[config.mk]
export PLATFORM = sky130hd
export DESIGN_NAME = spm_operand_driver
export DESIGN_NICKNAME = d
export VERILOG_FILES = /design/src/rtl/spm_drv_pkg.sv /design/src/rtl/spm_prod_sipo.sv /design/src/rtl/spm_operand_driver.sv
export SDC_FILE = /design/constraint.sdc
export NUM_CORES = 1
export LEC_CHECK = 0
export ABC_AREA = 1
export BUFFER_PORTS_ARGS = -buffer_cell sky130_fd_sc_hd__clkbuf_2
export CELL_PAD_IN_SITES_DETAIL_PLACEMENT = 1
export CELL_PAD_IN_SITES_GLOBAL_PLACEMENT = 1
export CORE_UTILIZATION = 30
export CTS_BUF_LIST = sky130_fd_sc_hd__clkbuf_16
export DETAILED_ROUTE_END_ITERATION = 6
export MAX_ROUTING_LAYER = met4
export PLACE_DENSITY_LB_ADDON = 0.1
export SLEW_MARGIN = 20
export SYNTH_ARGS = -nofsm -noshare
export SYNTH_HDL_FRONTEND = slang
export SYNTH_SLANG_ARGS = --single-unit
[constraint.sdc]
create_clock -name clk -period 1.15 [get_ports clk]
set_input_delay 0.345 -clock clk [delete_from_list [all_inputs] [get_ports clk]]
set_output_delay 0.345 -clock clk [all_outputs]
set_load 0.1 [all_outputs]
[src/rtl/spm_drv_pkg.sv]
// Shared types and sizing helpers for the spm operand driver.
package spm_drv_pkg;

    typedef enum logic [2:0] {
        IDLE,
        CLR,
        SHIFT,
        DRAIN,
        DONE
    } state_t;

    localparam int DEF_SIZE = 32;
    localparam int CNT_W    = $clog2(2*DEF_SIZE+1);

    // Counter width able to hold 0..2*size.
    function automatic int cnt_width(input int size);
        return $clog2(2*size+1);
    endfunction

endpackage

[src/rtl/spm_prod_sipo.sv]
// Serial-in/parallel-out product register. Bits enter at the MSB and move
// right, so after 2*SIZE enabled samples the first bit sits at data[0].
module spm_prod_sipo
    import spm_drv_pkg::*;
#(
    parameter int SIZE = 32
) (
    input  logic              clk,
    input  logic              rst,
    input  logic              clr,
    input  logic              en,
    input  logic              bit_in,
    output logic [2*SIZE-1:0] data,
    output logic              last,
    output logic              done
);

    localparam int CW = cnt_width(SIZE);
    localparam logic [CW-1:0] LAST_CNT = CW'(2*SIZE-1);

    logic [CW-1:0] cnt;

    assign last = en && (cnt == LAST_CNT);

    // Shift in one product bit per enabled cycle; done marks a full product.
    always_ff @(posedge clk) begin
        if (rst) begin
            data <= '0;
            cnt  <= '0;
            done <= 1'b0;
        end else if (clr) begin
            cnt  <= '0;
            done <= 1'b0;
        end else if (en) begin
            data <= {bit_in, data[2*SIZE-1:1]};
            cnt  <= cnt + CW'(1);
            if (last) begin
                done <= 1'b1;
            end
        end
    end

endmodule

[src/rtl/spm_operand_driver.sv]
// Host-side driver for the serial-parallel multiplier: holds x, streams y
// LSB first, and collects the serial product into a parallel result.
//
//   state | meaning
//   IDLE  | waiting for an operand pair; spm held in reset
//   CLR   | one cycle of spm reset so carries are flushed
//   SHIFT | streaming 2*SIZE bits of y (sign or zero extended)
//   DRAIN | y idle at 0, waiting for the last product bit to arrive
//   DONE  | product valid, waiting for the consumer
module spm_operand_driver
    import spm_drv_pkg::*;
#(
    parameter int SIZE    = 32,
    parameter int SPM_LAT = 1,
    parameter bit SIGNED  = 1'b0
) (
    input  logic              clk,
    input  logic              rst,
    input  logic              in_valid,
    output logic              in_ready,
    input  logic [SIZE-1:0]   in_x,
    input  logic [SIZE-1:0]   in_y,
    output logic              spm_rst,
    output logic [SIZE-1:0]   spm_x,
    output logic              spm_y,
    input  logic              spm_p,
    output logic              out_valid,
    input  logic              out_ready,
    output logic [2*SIZE-1:0] out_p
);

    localparam int CW = cnt_width(SIZE);
    localparam logic [CW-1:0] SHIFT_LAST = CW'(2*SIZE-1);

    state_t             state;
    state_t             state_nxt;
    logic [CW-1:0]      shift_cnt;
    logic [SIZE-1:0]    ybuf;
    logic [SPM_LAT-1:0] act_dly;
    logic               accept;
    logic               cap_en;
    logic               cap_last;
    logic               cap_done;

    assign accept    = in_valid && in_ready;
    assign cap_en    = act_dly[SPM_LAT-1];
    assign spm_y     = (state == SHIFT) & ybuf[0];
    assign out_valid = (state == DONE) & cap_done;

    // State register.
    always_ff @(posedge clk) begin
        if (rst) begin
            state <= IDLE;
        end else begin
            state <= state_nxt;
        end
    end

    // Next-state decode.
    always_comb begin
        state_nxt = state;
        unique case (state)
            IDLE:    if (accept) state_nxt = CLR;
            CLR:     state_nxt = SHIFT;
            SHIFT:   if (shift_cnt == SHIFT_LAST) state_nxt = DRAIN;
            DRAIN:   if (cap_last) state_nxt = DONE;
            DONE:    if (out_ready) state_nxt = IDLE;
            default: state_nxt = IDLE;
        endcase
    end

    // Handshake and spm reset are registered from the upcoming state so they
    // read as their reset values while rst is held.
    always_ff @(posedge clk) begin
        if (rst) begin
            in_ready <= 1'b0;
            spm_rst  <= 1'b1;
        end else begin
            in_ready <= (state_nxt == IDLE);
            spm_rst  <= !((state_nxt == SHIFT) || (state_nxt == DRAIN));
        end
    end

    // Operand latch and y serialiser; an arithmetic shift keeps y's sign
    // bit feeding the upper half when signed.
    always_ff @(posedge clk) begin
        if (rst) begin
            spm_x     <= '0;
            ybuf      <= '0;
            shift_cnt <= '0;
        end else begin
            case (state)
                IDLE: begin
                    if (accept) begin
                        spm_x <= in_x;
                        ybuf  <= in_y;
                    end
                end
                CLR: begin
                    shift_cnt <= '0;
                end
                SHIFT: begin
                    ybuf      <= {(SIGNED ? ybuf[SIZE-1] : 1'b0), ybuf[SIZE-1:1]};
                    shift_cnt <= shift_cnt + CW'(1);
                end
                default: begin
                end
            endcase
        end
    end

    // Delay the shift window by the spm latency to form the capture window.
    always_ff @(posedge clk) begin
        if (rst) begin
            act_dly <= '0;
        end else begin
            act_dly[0] <= (state == SHIFT);
            for (int i = 1; i < SPM_LAT; i++) begin
                act_dly[i] <= act_dly[i-1];
            end
        end
    end

    spm_prod_sipo #(
        .SIZE (SIZE)
    ) u_sipo (
        .clk    (clk),
        .rst    (rst),
        .clr    (state == CLR),
        .en     (cap_en),
        .bit_in (spm_p),
        .data   (out_p),
        .last   (cap_last),
        .done   (cap_done)
    );

endmodule
# Word level (Yosys, flattened, before mapping)
# Index checks and enable logic that the tools add are counted.
[op_classes]
add_sub_neg = 2
n_mul = 0
div_mod_pow = 0
magnitude_cmp = 0
eq_ne = 9
shift = 0
mux = 8
bitwise_logic = 3
reduce_logical = 13
[ops]
columns = ["op", "n"]
rows = [
  ["32-bit one-hot mux with 2 select lines", 1],
  ["32-bit two-way mux", 1],
  ["3-bit one-hot mux with 5 select lines", 1],
  ["7-bit by 1-bit adder with 7-bit output, second input constant", 2],
  ["7-bit by 6-bit equality test with 1-bit output, second input constant", 2],
  ["7-bit one-hot mux with 2 select lines", 1],
  ["3-bit by 2-bit equality test with 1-bit output, second input constant", 4],
  ["3-bit two-way mux", 4],
  ["2-bit AND reduction", 4],
  ["3-bit logical NOT", 2],
  ["2-bit nonzero test", 2],
  ["3-bit by 1-bit equality test with 1-bit output, second input constant", 1],
  ["3-bit equality test, second input constant", 1],
  ["1-bit bitwise AND", 2],
  ["1-bit logical AND", 2],
  ["2-bit inequality test, second input constant", 1],
  ["2-bit OR reduction", 1],
  ["1-bit logical NOT", 1],
  ["1-bit logical OR", 1],
  ["1-bit inverter", 1],
]
[totals]
ff_bits = 149
latch_bits = 0
ram_bits = 0
rom_bits = 0
output_inout_bits = 100
wordCells = 45
memories = 0

# Depth between registers and ports, before layout
[logic_depth]
ltp_word = 7
ltp_mapped = 9
mapped_depth_nobuf = 9

# Hierarchy
# A second synthesis with hierarchy kept.
[unflattened]
hier_cells = 804
hier_area_um2 = 6067.1
[modules_own_cells]
columns = ["module", "n_inst", "cells_per_inst", "area_each_um2", "seq_area_each_um2"]
rows = [
  ["spm_operand_driver", 1, 477, 3380.7, 1541.5],
  ["spm_prod_sipo", 1, 327, 2686.3, 1441.4],
]

# Worst setup path after synthesis
# Ideal clock, no wire load.
[synth_timing]
path_kind = "register to output"
start = "register state[1]"
end = "output port out_valid"
t_arrival_ns = 2.555
t_required_ns = 0.805
path_slack_ns = -1.750
path_stages_with_launch = 4
n_path_buf = 0
cell_sequence = "dfxtp_1 -> nor2_2 -> inv_2 -> nor3_1"
[synth_via]
elab_chain_len = 2
[synth_lines]
columns = ["item", "line", "rtl"]
rows = [
  ["start, declared", "spm_operand_driver.sv:35", "state_t state;"],
  ["start signal, assigned", "spm_operand_driver.sv:55", "state <= state_nxt;"],
  ["3-bit equality test", "spm_operand_driver.sv:48", "assign out_valid = (state == DONE) & cap_done;"],
  ["1-bit bitwise AND", "spm_operand_driver.sv:48", ""],
  ["end, declared", "spm_operand_driver.sv:27", "output logic out_valid,"],
]
# No other way between the ends.

# Worst setup path in the final report
# Ends and elaborated chain as after synthesis.

==> out/qor.yml <==
run_status:
  status: "finished, violations left"
  violations: "setup timing"
setup_path:
  cp_top_family: "flip-flops"
  cpPeakStageDelay_ns: 0.36
  crit_path_end_kind: "output port"
  worstPathArrival_ns: 1.31
  crit_chain: "nor2_4 -> inv_2 -> nor3_4 -> buf_12"
  cp_data_required_time_ns: 0.81
  crit_fanout: 3
  path_buf_inv: 2
  crit_slowest_cell: "dfxtp_4"
  critPathLaunchType: "flip-flop"
  worstSetupPathType: "reg2out"
timing:
  slew_headroom_pct: 77.0
  finalHoldViolations: 0
  worst_pin_slew_ns: 0.344
  fin_crit_sh_pct: 144
  setup_viol: 249
  max_freq_ghz: 0.606
  final_max_slew_viol_count: 0
  worst_slack_ns: -0.500
  fin_skew_ns: 0.00920
  finalCriticalPeriod_ns: 1.65
  rsz0062_at_grt: "yes"
logic_synthesis:
  yosysTopAreaCellShare_pct: 49.8
  synthMuxAreaShare_pct: 0.167
  synth-edff-count: 0
  avgSynthCellArea_um2: 8.63
  synth-compound-area-share_pct: 20.1
  synth-simple-area-share_pct: 20.4
  synth.net_count: 765
  synth_top_family_by_area: "simple AND/OR/NAND/NOR gates"
  yosys.area_share.adder_pct: 0.418
  synthFlopType: "dfxtp_1"
  synth_cell_type_count: 34
  ys_ff_latch: 149
  synth_xor_area_share_pct: 0.146
  synthArstFlopShare_pct: 0
  yosys.area.top_type: "dfxtp_1"
  syn_inst: 694
  synthTopCellsByCount: "nor2_1, dfxtp_1, o21ai_1"
  synthTopCellsByArea: "dfxtp_1, nor2_1, o21ai_1"
  synth-warning-count: 0
  yosysMostFrequentCell: "nor2_1"
  syn_area_um2: 5990
  synth_seq_area_share_pct: 49.8
floorplan:
  start_util_pct: 30.7
  pin_count: 169
  die_h_um: 143
  dieArea_um2: 20500
  fp.dieW_um: 143
  core_area_um2: 19500
  fp-row-count: 51
min_path:
  hold_class: "in2reg"
clocking:
  ctsHtreeMaxLevel: 4
  cts_hold_buf: 0
  cts-root-buf: "clkbuf_16"
  clockBufferDepth: 2
  cts.sinks: 149
  clk_pin_slew_ns: 0.07
  cts_inserted_buffers: 17
  insertion_delay_ns: 0.42
  cts_tree: "done"
grt:
  grt-ovfl-total: 0
  grt_pass1_vias: 6588
  antenna_found_initial: 0
  grt_usage_pct: 22.6
  grt_pass1_wl_um: 34400
  grt_max_degree: 52
power:
  sw_frac_of_total_pct: 33.7
  pwr-share-seq_pct: 35.9
  p_comb_share_pct: 29.4
  intPower_mw: 10.6
  power_switching_mw: 5.39
  p_leak_nw: 4.67
  ir_worst_vdd_mv: 1.10
  p_per_area_nw_per_um2: 1380
  p_clk_share_pct: 34.7
  power_mw: 16.0
flow_run:
  drv_cap: 0
detailed_routing:
  dr.pass1.iters: 4
  drtIter0Drc: 173
  wire_per_inst_um: 17.0
  drt-total-wl_um: 21600
  drtAntennaViolNets: 0
  drc: 0
  vias: 5913
  vias_per_cell: 4.63
finish:
  drive_gt1_share_pct: 64.9
  num_antenna_cells: 0
  area_delta_synth_final_pct: 93.4
  fin_nets: 1069
  layout.cells.non_filler: 1276
  fin_util_pct: 59.3
  n_fill_cell: 2125
place:
  dpl_worst_slack_ns: -0.225
  dpl.cell_count: 1124
  portBuffers: 168
  place_congestion: 0.749
  dp.final_hpwl_um: 11900
cell type report:
cell class	instances	area [um^2]	share of cell area, %
flip-flops and latches	149	3250	28.1
repair buffers	331	4290	37.0
well taps	265	332	2.86
clock inverters	15	153	1.32
inverters	19	105	0.907
multi-input cells	480	3030	26.1
clock buffers	17	425	3.67
per-layer routing:
layer  wire length (um)  up-vias  track usage (%)
met2              11700      113             40.7
met1               8790     2872             24.9
li1                   -     2908                -
met4                266        0             6.94
met3                846       20             4.49
met5                  0        -                -
registers in the layout (all words and copies together) (netlist names):
register,count
u_sipo.data,64
spm_x,32
ybuf,32
shift_cnt,7
u_sipo.cnt,7
state,3
act_dly,1
in_ready,1
spm_rst,1
u_sipo.done,1
final timing paths:
path,startpoint,end,slack (ns),cells past startpoint
worst min register to register,u_sipo.cnt[6],u_sipo.cnt[6],0.47,2
worst max register to register,state[2],u_sipo.data[50],-0.38,10
worst max-delay path,state[1],out_valid,-0.50,4
worst min-delay path,in_x[17],spm_x[17],0.14,3
power groups by stage:
stage	Sequential (mW)	Clock, mW	Combinational, mW
2_1_floorplan	7.30	0	0.968
3_3_place_gp	5.92	0	3.59
3_5_place_dp	5.93	0	3.65
4_1_cts	5.75	5.64	4.56
5_1_grt	5.77	5.92	4.92
6_report	5.74	5.55	4.70
cell usage in the layout (no fill, tap or decap), types with 7 or more instances in the layout:
master	n
a21oi_1	11
dfxtp_2	47
nand2_1	45
inv_1	9
o21ai_1	41
buf_4	105
buf_12	123
nand2_2	14
clkbuf_16	19
nand2_4	8
dfxtp_4	56
buf_16	14
o21ai_0	7
nor2_4	8
a22oi_2	29
nor2_1	181
o21ai_2	48
nor2_2	23
a21oi_2	31
dfxtp_1	46
clkbuf_2	68
buf_6	15
o21ai_4	7
cell families after synthesis:
logic type,count (synthesis)
AND/OR/NAND/NOR,300
AO/OA/AOI/OAI,176
flip-flops,149
buffers and inverters,65
adder cells (fa/ha/maj),2
XOR/XNOR,1
multiplexers,1
per-stage QoR:
step	instance area, um^2	TNS, ns	hold WS, ns
floorplan	6190	-10.88	0.439
global placement	8820	-17.65	0.452
detailed placement	8820	-22.22	0.462
CTS	11300	-55.20	0.132
global route	11600	-71.37	0.140
finish	11600	-58.45	0.140
what timing repair did:
action / in CTS / in global routing
gates resized for setup: 249 / 23
setup buffers: 86 / 17
endpoints found under the setup margin: 246 / 249
cloned: 17 / 2
hold endpoints to repair: 0 / 0
pin swaps: 35 / 7
worst register-to-register path, stage by stage (launching register included):
cell and delay [ns]:
dfxtp_2 0.36, inv_4 0.07, buf_6 0.12, buf_6 0.12, nand2_8 0.07, nand2_8 0.09
buf_12 0.17, buf_8 0.13, buf_16 0.14, o21ai_4 0.11, nor2_1 0.05
Power figures use the tool's default switching activity.
